--- src/rtl/spi_master_slave.sv ---
// SPI master and SPI slave wired back-to-back on sclk/mosi/miso inside one clock domain.
// The master generates sclk from clk; the slave re-synchronises the SPI wires and detects edges.
module spi_master_slave #(
  parameter int unsigned HALF_PERIOD = 4
) (
  input  logic       clk,
  input  logic       reset,
  input  logic       start,
  input  logic       cpol,
  input  logic       cpha,
  input  logic [7:0] tx_data,
  output logic [7:0] rx_data,
  output logic       tx_ready,
  output logic       done,
  input  logic       cs,
  input  logic [7:0] so_data,
  input  logic       so_start,
  output logic       so_ready,
  output logic [7:0] si_data,
  output logic       si_done,
  output logic       sclk,
  output logic       mosi,
  output logic       miso
);

  localparam logic [7:0] HP_LAST = 8'(HALF_PERIOD - 1);

  typedef enum logic [1:0] {
    IDLE,
    XFER,
    DONE
  } m_state_t;

  // ---------------------------------------------------------------------------
  // Master
  // ---------------------------------------------------------------------------
  m_state_t   m_state;
  logic [7:0] m_tx_shift;
  logic [7:0] m_rx_shift;
  logic [2:0] m_bit_cnt;
  logic       m_phase;      // 0 = H0, 1 = H1
  logic [7:0] hp_cnt;
  logic       cpol_l;
  logic       cpha_l;

  // NOTE: sequential state uses non-blocking assignments only, so every register
  // in this block sees the pre-edge values of every other register.
  always_ff @(posedge clk) begin
    if (reset) begin
      m_state    <= IDLE;
      tx_ready   <= 1'b1;
      done       <= 1'b0;
      rx_data    <= 8'h00;
      sclk       <= 1'b0;
      mosi       <= 1'b0;
      m_tx_shift <= 8'h00;
      m_rx_shift <= 8'h00;
      m_bit_cnt  <= 3'd0;
      m_phase    <= 1'b0;
      hp_cnt     <= 8'd0;
      cpol_l     <= 1'b0;
      cpha_l     <= 1'b0;
    end else begin
      done <= 1'b0;
      unique case (m_state)
        IDLE: begin
          tx_ready <= 1'b1;
          sclk     <= cpol;
          if (start) begin
            m_tx_shift <= tx_data;
            cpol_l     <= cpol;
            cpha_l     <= cpha;
            m_bit_cnt  <= 3'd0;
            m_phase    <= 1'b0;
            hp_cnt     <= 8'd0;
            mosi       <= tx_data[7];
            // H0 level: cpol for CPHA=0, ~cpol for CPHA=1 (leading edge right away)
            sclk       <= cpol ^ cpha;
            tx_ready   <= 1'b0;
            m_state    <= XFER;
          end
        end
        XFER: begin
          if (hp_cnt == HP_LAST) begin
            hp_cnt <= 8'd0;
            if (!m_phase) begin
              m_phase    <= 1'b1;
              sclk       <= ~(cpol_l ^ cpha_l);
              m_rx_shift <= {m_rx_shift[6:0], miso};
            end else if (m_bit_cnt == 3'd7) begin
              m_state <= DONE;
              sclk    <= cpol_l;
              done    <= 1'b1;
              rx_data <= m_rx_shift;
            end else begin
              m_phase    <= 1'b0;
              m_bit_cnt  <= m_bit_cnt + 3'd1;
              sclk       <= cpol_l ^ cpha_l;
              mosi       <= m_tx_shift[6];
              m_tx_shift <= {m_tx_shift[6:0], 1'b0};
            end
          end else begin
            hp_cnt <= hp_cnt + 8'd1;
          end
        end
        DONE: begin
          m_state  <= IDLE;
          tx_ready <= 1'b1;
          sclk     <= cpol_l;
        end
        default: m_state <= IDLE;
      endcase
    end
  end

  // ---------------------------------------------------------------------------
  // Slave
  // ---------------------------------------------------------------------------
  logic       sclk_s1, sclk_s2, sclk_s3;
  logic       mosi_s1, mosi_s2;
  logic       cs_s1, cs_s2;
  logic [7:0] s_tx_shift;
  logic [7:0] s_rx_shift;
  logic [2:0] s_bit_cnt;
  logic       lead_edge, trail_edge, sample_edge, shift_edge;

  // cs sync resets to deselected so miso idles high straight out of reset
  always_ff @(posedge clk) begin
    if (reset) begin
      sclk_s1 <= 1'b0;
      sclk_s2 <= 1'b0;
      sclk_s3 <= 1'b0;
      mosi_s1 <= 1'b0;
      mosi_s2 <= 1'b0;
      cs_s1   <= 1'b1;
      cs_s2   <= 1'b1;
    end else begin
      sclk_s1 <= sclk;
      sclk_s2 <= sclk_s1;
      sclk_s3 <= sclk_s2;
      mosi_s1 <= mosi;
      mosi_s2 <= mosi_s1;
      cs_s1   <= cs;
      cs_s2   <= cs_s1;
    end
  end

  assign lead_edge   = (sclk_s2 != sclk_s3) && (sclk_s2 != cpol);
  assign trail_edge  = (sclk_s2 != sclk_s3) && (sclk_s2 == cpol);
  assign sample_edge = cpha ? trail_edge : lead_edge;
  assign shift_edge  = cpha ? lead_edge : trail_edge;
  assign miso        = cs_s2 ? 1'b1 : s_tx_shift[7];

  always_ff @(posedge clk) begin
    if (reset) begin
      s_tx_shift <= 8'h00;
      s_rx_shift <= 8'h00;
      s_bit_cnt  <= 3'd0;
      si_data    <= 8'h00;
      si_done    <= 1'b0;
      so_ready   <= 1'b1;
    end else begin
      si_done <= 1'b0;
      if (cs_s2) begin
        s_bit_cnt  <= 3'd0;
        s_rx_shift <= 8'h00;
        so_ready   <= 1'b1;
        if (so_start) s_tx_shift <= so_data;
      end else begin
        // In CPHA=1 the first leading edge only presents bit 7, it must not shift it away
        if (shift_edge && !(cpha && (s_bit_cnt == 3'd0)))
          s_tx_shift <= {s_tx_shift[6:0], 1'b0};
        if (sample_edge) begin
          s_rx_shift <= {s_rx_shift[6:0], mosi_s2};
          s_bit_cnt  <= s_bit_cnt + 3'd1;
          if (s_bit_cnt == 3'd7) begin
            si_data    <= {s_rx_shift[6:0], mosi_s2};
            si_done    <= 1'b1;
            so_ready   <= 1'b1;
            s_tx_shift <= 8'h00;  // an unloaded next byte goes out as 0x00
          end
        end
        if (so_start && so_ready) begin
          s_tx_shift <= so_data;
          so_ready   <= 1'b0;
        end
      end
    end
  end

endmodule

--- config.mk ---
export PLATFORM = sky130hd
export DESIGN_NAME = spi_master_slave
export DESIGN_NICKNAME = d
export VERILOG_FILES = /design/src/rtl/spi_master_slave.sv
export SDC_FILE = /design/constraint.sdc
export NUM_CORES = 1
export LEC_CHECK = 0
export ABC_AREA = 1
export CAP_MARGIN = 10
export CORE_MARGIN = 2
export CORE_UTILIZATION = 67
export CTS_CLUSTER_DIAMETER = 120
export DETAILED_ROUTE_END_ITERATION = 10
export DONT_BUFFER_PORTS = 1
export PLACE_DENSITY = 0.83
export SETUP_SLACK_MARGIN = 0.02
export SLEW_MARGIN = 25
export SYNTH_ARGS = -nofsm -noshare
export SYNTH_HDL_FRONTEND = slang
export SYNTH_SLANG_ARGS = --single-unit
--- constraint.sdc ---
create_clock -name clk -period 2.8 [get_ports clk]
set_input_delay 0.56 -clock clk [delete_from_list [all_inputs] [get_ports clk]]
set_output_delay 0.56 -clock clk [all_outputs]
set_load 0.02 [all_outputs]
== After elaboration in Yosys (flattened, before gate mapping) ==
Index checks and enable logic that the tools add are counted.
W data, S select, Z words.

* Register bits after elaboration: 78
* Input port bits: 23
* Output and inout port bits: 23
* Logic and storage cells: 125

* Add/sub/neg operators: 3
* Equal/unequal tests: 14
* Muxes and demuxes: 48
* Bitwise operators: 8
* Reduce and logical (&&, ||, !) cells: 26

{| class="wikitable"
|+ Operators by type and width
! operator !! number
|-
| $mux W8 || 8
|-
| $mux W7 || 4
|-
| $mux W1 || 20
|-
| $pmux W8 S2 || 1
|-
| $pmux W7 S2 || 1
|-
| $mux W3 || 4
|-
| $ne A2 B2 Y1 const B || 6
|-
| $reduce_and A3 Y1 || 3
|-
| $add A8 B1 Y8 const B || 1
|-
| $eq A8 B2 Y1 const B || 1
|-
| $mux W2 || 4
|-
| $reduce_and A2 Y1 || 4
|-
| $reduce_and A4 Y1 || 2
|-
| $reduce_bool A2 Y1 || 4
|-
| $add A3 B1 Y3 const B || 2
|-
| $eq A3 B3 Y1 const B || 2
|-
| $not A1 Y1 || 6
|-
| $pmux W1 S2 || 3
|-
| $pmux W3 S2 || 1
|-
| $logic_and A1 B1 Y1 || 5
|-
| $reduce_and A5 Y1 || 1
|-
| $pmux W2 S2 || 1
|-
| $reduce_or A4 Y1 || 1
|-
| $logic_not A3 Y1 || 1
|-
| 11 further kinds || 13
|}

== Longest topological paths before layout ==
Gate-level depths: netlist (run 1).

* Depth after elaboration: 9
* Gate-level depth with buffers: 11
* Depth with buffers taken out: 10

== Worst setup path after synthesis (run 1) ==
OpenSTA, ideal clock, no wires.

* Path kind: register -> register
* Start point: reg m_state[1]
* End point: reg m_bit_cnt[0]
* Library setup time: 0.138 ns
* Arrival: 1.490 ns
* Data required time: 2.662 ns
* Slack: 1.172 ns
* Stages on the path, launching flop included: 11
* Buffers on the path: 2
* Period minus slack after synthesis: 1.628 ns
* Cell sequence: dfxtp_1 -> inv_1 -> ha_1 -> buf_6 -> inv_12 -> nor2_1 -> nor3_2 -> nand2_2 -> buf_6 -> nand2_1 -> a21oi_1

* Longest elaborated chain between the ends: 3
* Elaborated cells between the ends (all ways): 9
* Those cells by class: eq/ne (5); mux (1); reduce/logical (3)

{| class="wikitable"
|+ RTL lines
! element !! RTL line !! text
|-
| start: declaration || 37 || <nowiki>m_state_t m_state;</nowiki>
|-
| start signal: assignment || 50 || <nowiki>m_state <= IDLE;</nowiki>
|-
| start signal: assignment || 80 || <nowiki>m_state <= XFER;</nowiki>
|-
| start signal: assignment || 91 || <nowiki>m_state <= DONE;</nowiki>
|-
| $eq A2 B1 Y1 / $logic_not A2 Y1 (equally long branches) || 65 || <nowiki>unique case (m_state)</nowiki>
|-
| $ne A2 B2 Y1 (no source line) / $reduce_bool A2 Y1 (equally long branches) || -- ||
|-
| $reduce_and A5 Y1 (no source line) || -- ||
|-
| end signal: assignment || 97 || <nowiki>m_bit_cnt <= m_bit_cnt + 3'd1;</nowiki>
|-
| end: declaration || 40 || <nowiki>logic [2:0] m_bit_cnt;</nowiki>
|}

Parallel ways exist; a longest one is shown, timed or not.
A chain may end at the register's enable or synchronous reset.

== Worst setup path in the final report (run 1) ==
* Start point: reg m_state[1]
* End point: reg mosi

* Longest elaborated chain between the ends: 3
* Elaborated cells between the ends (all ways): 9
* Those cells by class: eq/ne (5); mux (1); reduce/logical (3)

{| class="wikitable"
|+ RTL lines
! element !! RTL line !! text
|-
| $eq A2 B1 Y1 / $logic_not A2 Y1 (equally long branches) || 65 ||
|-
| $ne A2 B2 Y1 (no source line) / $reduce_bool A2 Y1 (equally long branches) || -- ||
|-
| $reduce_and A5 Y1 (no source line) || -- ||
|-
| end signal: assignment || 76 || <nowiki>mosi <= tx_data[7];</nowiki>
|-
| end signal: assignment || 99 || <nowiki>mosi <= m_tx_shift[6];</nowiki>
|-
| end: declaration || 22 || <nowiki>output logic mosi,</nowiki>
|}

Parallel ways exist; a longest one is shown, timed or not.

==> metrics.md, run 1 <==
| Metric | Value |
|---|---|
| Status | `complete, no violations` |
| CP Max Fanout | `18` |
| Post-Syn Area per Cell | `7.81 µm²` |
| Clock-pin transition on the worst setup and hold timing paths | `0.08 ns` |
| Final instance area | `3710 µm²` |
| R2R depth | `7` |
| Startpoint Class | `flip-flop` |
| Final nets | `482` |
| Site Rows | `26` |
| Ant diodes | `0` |
| Number of vias per cell | `5.48` |
| Mux cell area share after synthesis | `0%` |
| Placement-stage cell area | `3520 µm²` |
| R2R Setup Slk | `0.78 ns` |
| Initial DRC Count | `131` |
| Post-Syn Area | `3490 µm²` |
| Post-synthesis sequential area ratio | `44.7%` |
| Drt total wl | `6930 µm` |
| Period utilization | `72.2%` |
| Least-Margin Pin Slew | `0.555 ns` |
| MaxCap Viol Count | `0` |
| Peak supply drop | `0.000470 V` |
| Core area | `5070 µm²` |
| Top post-synthesis cells by area | `dfxtp_1 (45%), o21ai_0 (9.9%), nor2_1 (6.8%), nand2_1 (6.2%), a21oi_1 (4.9%)` |
| Die height | `76.2 µm` |
| Clk_skew | `0.00513 ns` |
| DR DRC count | `0` |
| Most common cell after layout, fill and taps aside | `dfxtp_1` |
| Antenna violations before repair | `0` |
| CP Data Required Time | `3.03 ns` |
| FF+latch area | `1560 µm²` |
| Static leakage | `1.57 nW` |
| Main combinational cell family by area after synthesis | `simple AND/OR/NAND/NOR gates` |
| Ys Warns | `0` |
| FILL cells | `435` |
| Post-CTS sizing | `0` |
| Layout cells sized above 1 | `14.2%` |
| CP arrival | `2.25 ns` |
| # setup viols final | `0` |
| Relative slew slack | `62.8%` |
| RSZ-0062 raised after global routing | `no` |
| Place WS | `0.807 ns` |
| F_max | `0.495 GHz` |
| Post-Synthesis Cells | `447` |
| XOR/XNOR share of the synthesized area | `0.251%` |
| Grt ovf | `0` |
| Hold_buf cts | `0` |
| DP Wirelength | `4740 µm` |
| Vias in the first global route | `2,704` |
| Worst skew pair latency | `0.35 ns` |
| RD Place Congestion | `0.799` |
| Pins Over Slew Limit | `0` |
| Post-synth top area cell | `dfxtp_1` |
| GRT Util Overall | `25.5%` |
| Total vias in the final route | `2,861` |
| Post-synthesis simple-gate area fraction | `24.6%` |
| Hold Worst Slack | `0.262 ns` |
| Commonest non-fill, non-tap cells in the layout | `dfxtp_1 (78), o21ai_0 (69), nor2_1 (63)` |
| Yosys top cell area share | `44.7%` |
| Synth Register Bits | `78` |
| Final hold violation count | `0` |
| Cts bufs inserted | `9` |
| Setup_tns | `0 ns` |
| First-pass GRT wire length | `11,900 µm` |
| Die Area | `5800 µm²` |
| Layout area overhead | `6.16%` |
| Worst setup margin | `0.779 ns` |
| Critical path endpoint category | `flip-flop` |
| Initial core utilization | `68.8%` |
| Clock root buffer | `clkbuf_8` |
| Final min period | `2.02 ns` |
| Hold/Removal Path Class | `input pin to flip-flop` |
| Adder-Cell Fraction of Synth Area | `4.30%` |
| Routed Antenna Nets | `0` |
| Pwr dens | `768 nW/µm²` |
| Largest net degree at the start of global routing | `24` |
| Syn Nets | `482` |
| Post-synthesis cell type count | `35` |
| CTS sink cnt | `78` |
| Compound-Gate Fraction of Synth Area | `18.5%` |
| CTS Buffer Depth | `2` |
| Postcts setup bufs | `0` |
| Number of port buffers | `0` |
| Critical path class | `flip-flop to flip-flop` |
| Htree depth | `3` |
| Area of the multi-input gates | `1660 µm²` |
| I/O pin cnt | `46` |
| Post-detailed-route wirelength per cell | `13.3 µm` |
| CTS tree | `done` |
| Hold depth | `1` |
| Die Wd | `76.2 µm` |
| Drt first pass iters | `4` |
power breakdown:
| part | switching, mW | internal [mW] |
|---|---|---|
| logic | 0.494 | 0.226 |
| registers | 0.104 | 1.24 |
| clock network | 0.391 | 0.392 |
| total | 0.989 | 1.86 |
per-stage QoR:
stage,cells,total power [mW],utilization [%]
after CTS,522,2.86,73.0
after detailed placement,506,2.08,69.4
after global placement,506,2.05,69.4
after floorplan,447,1.99,-
after global routing,522,3.03,73.0
final,522,2.85,73.0
layer usage:
metal | part of all wire (%) | vias to the layer above | GRT usage [%]
li1 | - | 1469 | -
met1 | 44 | 1319 | 29.8
met2 | 50 | 60 | 43.9
met3 | 4.6 | 13 | 7.23
met4 | 1.8 | 0 | 10.5
met5 | 0 | - | 0
registers in the layout, indices dropped and copies added, names as in the netlist, 2 cells and up:
name	count
s_bit_cnt	3
m_bit_cnt	3
m_rx_shift	8
rx_data	8
s_tx_shift	8
hp_cnt	8
m_tx_shift	7
si_data	8
m_state	2
s_rx_shift	7
layout make-up:
type,instances,area share (%)
well taps,70,2.36
flip-flops and latches,78,42.1
clock buffers,13,4.56
inverters,47,5.23
repair buffers,2,0.405
multi-input cells,309,44.8
clock inverters,3,0.473
cells in the mapped netlist (all sizes together):
cell type / n
dfxtp: 78
nand2: 74
o21ai: 73
nor2: 64
inv: 47
a21oi: 43
nand3: 23
ha: 12
buf: 8
nor3: 8
clkbuf: 5
or2: 4
nand4: 3
nor3b: 2
o211ai: 1
o21a: 1
xor2: 1
logic make-up after synthesis:
logic type | Yosys count
simple gates | 178
flops | 78
buf+inv | 60
fa+ha+maj | 12
compound gates | 118
xor+xnor | 1
critical path, cell delays in order, from the launching register on:
cell and delay [ns]:
dfxtp_1 0.33, inv_1 0.14, ha_1 0.54, o21ai_1 0.16, nor3_2 0.21, nand2_2 0.24
o21ai_0 0.23, a21oi_1 0.05
final timing paths:
check,to,from
max,mosi,m_state[1]
min,si_data[2],reset
max reg2reg,mosi,m_state[1]
min reg2reg,sclk_s2,sclk_s1
No activity file was read; power rests on OpenSTA's default activity.
==> run 2, diff against run 1 <==
CORE_UTILIZATION = 56   (was 67)
PLACE_DENSITY = 0.74   (was 0.83)
clock period = 1.8 ns   (was 2.8 ns; I/O delays follow)
==> run 2 against run 1 <==
Net effect:
- critical path depth up 1
- largest cell class unchanged
- critical endpoint is now m_rx_shift[0]
- first-iteration DRC count fell by 22%
- largest power group unchanged
- setup slack lost 0.67 ns
- power increased by 74%
==> metrics.md, run 2 (same netlist as run 1, synthesis figures left out) <==
| Metric | Value |
|---|---|
| Area of the multi-input gates | `1710 µm²` |
| Hold_buf cts | `0` |
| Hold depth | `1` |
| Status | `complete, no violations` |
| CP Max Fanout | `8` |
| Static leakage | `1.64 nW` |
| Setup_tns | `0 ns` |
| F_max | `0.591 GHz` |
| Final Power | `4.96 mW` |
| GRT Util Overall | `21.0%` |
| Final nets | `494` |
| Final instance area | `3870 µm²` |
| Commonest non-fill, non-tap cells in the layout | `dfxtp_1 (77), o21ai_0 (69), nor2_1 (63)` |
| Die height | `83.0 µm` |
| Worst skew pair latency | `0.34 ns` |
| CTS tree | `done` |
| Ant diodes | `0` |
| Least-Margin Pin Slew | `0.541 ns` |
| Clock-pin transition on the worst setup and hold timing paths | `0.08 ns` |
| RD Place Congestion | `0.848` |
| I/O pin cnt | `46` |
| Grt ovf | `0` |
| # setup viols final | `0` |
| Die Wd | `83.0 µm` |
| Comb power frac | `28.7%` |
| Routed Antenna Nets | `0` |
| CTS Buffer Depth | `2` |
| CTS sink cnt | `78` |
| DP Wirelength | `4820 µm` |
| RSZ-0062 raised after global routing | `no` |
| Psw | `1.68 mW` |
| Htree depth | `3` |
| Critical path class | `flip-flop to flip-flop` |
| Relative slew slack | `63.8%` |
| Antenna violations before repair | `0` |
| Die Area | `6880 µm²` |
| R2R depth | `8` |
| Pwr dens | `1280 nW/µm²` |
| Startpoint Class | `flip-flop` |
| Site Rows | `28` |
| Most common cell after layout, fill and taps aside | `dfxtp_1` |
| Hold/Removal Path Class | `input pin to flip-flop` |
| Peak supply drop | `0.000709 V` |
| CP Data Required Time | `2.04 ns` |
| Layout cells sized above 1 | `17.5%` |
| DR DRC count | `0` |
| CP peak stage delay | `0.38 ns` |
| Net Sw Frac | `33.8%` |
| Post-detailed-route wirelength per cell | `13.2 µm` |
| FF+latch area | `1560 µm²` |
| Worst Path Buf+Inv | `2` |
| CP arrival | `1.93 ns` |
| Clock Power Share | `29.0%` |
| Place WS | `-0.0772 ns` |
| CP Cell Sequence | `ha_2, nand3_2, or2_4, nor3_4, buf_4, inv_4, o21ai_2, a21oi_2` |
| Power Internal | `3.28 mW` |
| Finished Core Util | `65.0%` |
| Slowest CP cell | `dfxtp_1` |
| Critical path endpoint category | `flip-flop` |
| Number of port buffers | `0` |
| Pins Over Slew Limit | `0` |
| Cells after DPL | `520` |
| Core area | `5960 µm²` |
| MaxCap Viol Count | `0` |
| Clock root buffer | `clkbuf_8` |
| Clk_skew | `0.00232 ns` |
| CP top delay family | `simple AND/OR/NAND/NOR gates` |
| Period utilization | `94.0%` |
| Drt total wl | `7090 µm` |
| Hold Worst Slack | `0.0714 ns` |
| Fin cells | `539` |
| Number of vias per cell | `5.40` |
| First-pass GRT wire length | `12,000 µm` |
| Cts bufs inserted | `9` |
| Vias in the first global route | `2,749` |
| Drt first pass iters | `4` |
| Layout area overhead | `10.9%` |
| Largest net degree at the start of global routing | `24` |
| Final min period | `1.69 ns` |
| Final hold violation count | `0` |
| Initial core utilization | `58.6%` |
| Placement-stage cell area | `3590 µm²` |
| R2R Setup Slk | `0.11 ns` |
| Flop pwr share | `42.3%` |
| Initial DRC Count | `102` |
| Stages on worst setup path | `8` |
| Worst setup margin | `0.108 ns` |
| FILL cells | `540` |
| Total vias in the final route | `2,913` |
## run 2: routing by layer
layer	wire length, µm	track usage, %
met3	346	5.77
met2	3400	36.0
met4	145	7.75
met5	0	0
met1	3200	25.2
## run 2: timing repair
action / CTS / global route
gates resized for setup: 1 / 9
setup buffers: 0 / 2
endpoints found under the setup margin: 22 / 27
gates cloned: 0 / 1
pin swaps: 0 / 3
## run 2: layout make-up
class	instances	area share, %
clock buffers	12	3.75
clock inverters	4	1.81
inverters	47	5.01
multi-input cells	310	44.1
flip-flops and latches	78	40.4
well taps	75	2.42
repair buffers	13	2.52
## run 2: worst reg2reg max path, stage by stage (launching register included)
cell     delay, ns
dfxtp_1       0.38
ha_2          0.22
nand3_2       0.08
or2_4         0.30
nor3_4        0.23
buf_4         0.18
inv_4         0.06
o21ai_2       0.12
a21oi_2       0.04
## run 2: path summary, 6_finish.rpt
kind / to / from
setup reg to reg: m_rx_shift[0] / hp_cnt[0]
hold reg to reg: sclk_s2 / sclk_s1
hold / removal: si_data[2] / reset
setup / recovery: m_rx_shift[0] / hp_cnt[0]
## run 2: power by group through the flow
stage | Combinational [mW] | Sequential (mW) | Clock [mW]
finish | 1.42 | 2.10 | 1.44
global route | 1.58 | 2.13 | 1.53
CTS | 1.25 | 2.09 | 1.46
detailed placement | 1.23 | 2.13 | 0
global placement | 1.19 | 2.12 | 0
floorplan | 0.994 | 2.09 | 0
==> run 3, diff against run 2 <==
CORE_MARGIN = not set   (was 2)
GPL_TIMING_DRIVEN = 0   (was not set)
==> run 3 against run 2 <==
Net effect:
- final cell count up 1.7%
- maximum frequency down 0.60%
- utilization up 1.3 points
- die area decreased by 4.8%
- sequential power about the same
- design area up 2.0%
- sequential share of layout area decreased by 0.76 points
- critical path type unchanged
- largest cell class unchanged
- highest routed layer unchanged
==> metrics.md, run 3 (same netlist as run 1, synthesis figures left out) <==
| Metric | Value |
|---|---|
| Status | `complete, no violations` |
| Post-detailed-route wirelength per cell | `13.1 µm` |
| DP Wirelength | `5000 µm` |
| GRT Util Overall | `23.2%` |
| Least-Margin Pin Slew | `0.661 ns` |
| Critical path endpoint category | `flip-flop` |
| RD Place Congestion | `0.771` |
| Final instance area | `3950 µm²` |
| Slowest CP cell | `dfxtp_2` |
| Antenna violations before repair | `0` |
| Period utilization | `94.6%` |
| Drt total wl | `7200 µm` |
| Grt ovf | `0` |
| Core area | `5960 µm²` |
| Static leakage | `1.67 nW` |
| Fin cells | `548` |
| Final hold violation count | `0` |
| Routed Antenna Nets | `0` |
| Initial core utilization | `58.6%` |
| Site Rows | `28` |
| Commonest non-fill, non-tap cells in the layout | `dfxtp_1 (76), o21ai_0 (69), nor2_1 (62)` |
| Critical path class | `flip-flop to flip-flop` |
| CP Max Fanout | `7` |
| Cts bufs inserted | `9` |
| Largest net degree at the start of global routing | `13` |
| Startpoint Class | `flip-flop` |
| Place WS | `-0.0426 ns` |
| First-pass GRT wire length | `11,500 µm` |
| Number of vias per cell | `5.25` |
| Relative slew slack | `56.0%` |
| Ant diodes | `0` |
| Clk_skew | `0.00740 ns` |
| Vias in the first global route | `2,544` |
| Pins Over Slew Limit | `0` |
| Final nets | `503` |
| CTS Buffer Depth | `2` |
| Placement-stage cell area | `3580 µm²` |
| CP peak stage delay | `0.37 ns` |
| I/O pin cnt | `46` |
| F_max | `0.587 GHz` |
| Most common cell after layout, fill and taps aside | `dfxtp_1` |
| CTS tree | `done` |
| MaxCap Viol Count | `0` |
| Hold/Removal Path Class | `input pin to flip-flop` |
| FILL cells | `516` |
| DR DRC count | `0` |
| Layout area overhead | `13.2%` |
| R2R Setup Slk | `0.1 ns` |
| Clock-pin transition on the worst setup and hold timing paths | `0.08 ns` |
| Die Wd | `81.0 µm` |
| CP Data Required Time | `2.03 ns` |
| Cells after DPL | `522` |
| Drt first pass iters | `4` |
| Htree depth | `3` |
| R2R depth | `9` |
| Pwr dens | `1260 nW/µm²` |
| Worst setup margin | `0.0976 ns` |
| Hold_buf cts | `0` |
| Number of port buffers | `0` |
| Layout cells sized above 1 | `18.6%` |
| Final min period | `1.70 ns` |
| Initial DRC Count | `151` |
| Final Power | `4.98 mW` |
| Worst skew pair latency | `0.34 ns` |
| CP arrival | `1.93 ns` |
| Peak supply drop | `0.000897 V` |
| CTS sink cnt | `78` |
| Total vias in the final route | `2,877` |
| Hold depth | `1` |
| Die Area | `6550 µm²` |
| CP Cell Sequence | `inv_4, ha_2, buf_8, nand2_4, o21ai_2, nor3_4, nand2_2, o21ai_0, a21oi_1` |
| # setup viols final | `0` |
| Clock root buffer | `clkbuf_8` |
| Die height | `81.0 µm` |
-- run 3: final cells by class --
| class | count | area, µm² | share of cell area [%] |
|---|---|---|---|
| multi-input cells | 310 | 1720 | 43.6 |
| flip-flops and latches | 78 | 1560 | 39.6 |
| inverters | 47 | 196 | 4.97 |
| clock buffers | 12 | 145 | 3.67 |
| well taps | 75 | 93.8 | 2.38 |
| repair buffers | 9 | 80.1 | 2.03 |
| plain buffers | 13 | 78.8 | 2.00 |
| clock inverters | 4 | 70.1 | 1.77 |
-- run 3: metrics by stage --
stage | setup TNS [ns] | hold slack [ns] | utilization [%]
floorplan | 0 | 0.388 | -
global placement | -0.0312 | 0.393 | 60.2
detailed placement | -0.132 | 0.403 | 60.2
CTS | 0 | 0.116 | 64.2
global route | -0.00311 | 0.122 | 66.3
finish | 0 | 0.124 | 66.3
-- run 3: path summary, 6_finish.rpt --
path / start / endpoint
max: m_state[1] / mosi
min: cs / cs_s1
max reg2reg: m_state[1] / mosi
min reg2reg: cs_s1 / cs_s2
-- run 3: layer usage --
| metal | wire, µm | vias up | global-route usage, % |
|---|---|---|---|
| met2 | 3580 | 56 | 39.2 |
| met5 | 0 | - | 0 |
| met1 | 3170 | 1310 | 28.7 |
| met3 | 396 | 6 | 4.49 |
| met4 | 53 | 0 | 9.82 |
| li1 | - | 1505 | - |
-- run 3: repair_timing --
item,CTS,global route
endpoints found under the setup margin,15,33
cloned,1,1
gates resized for setup,4,18
pin swaps,3,4
setup buffers,2,6
-- run 3: power by group --
| part | leakage (nW) | switching (mW) | internal [mW] | total [mW] |
|---|---|---|---|---|
| registers | 0.635 | 0.162 | 1.93 | 2.10 |
| logic | 0.928 | 0.904 | 0.567 | 1.47 |
| clock network | 0.110 | 0.597 | 0.816 | 1.41 |
-- run 3: worst max-delay path: cells and delay by family, from the launching register on --
family                   cells  cell delay (ns)
buffers and inverters        2             0.20
flip-flops                   1             0.37
AND/OR/NAND/NOR              3             0.46
AO/OA/AOI/OAI                3             0.39
adder cells (fa/ha/maj)      1             0.17
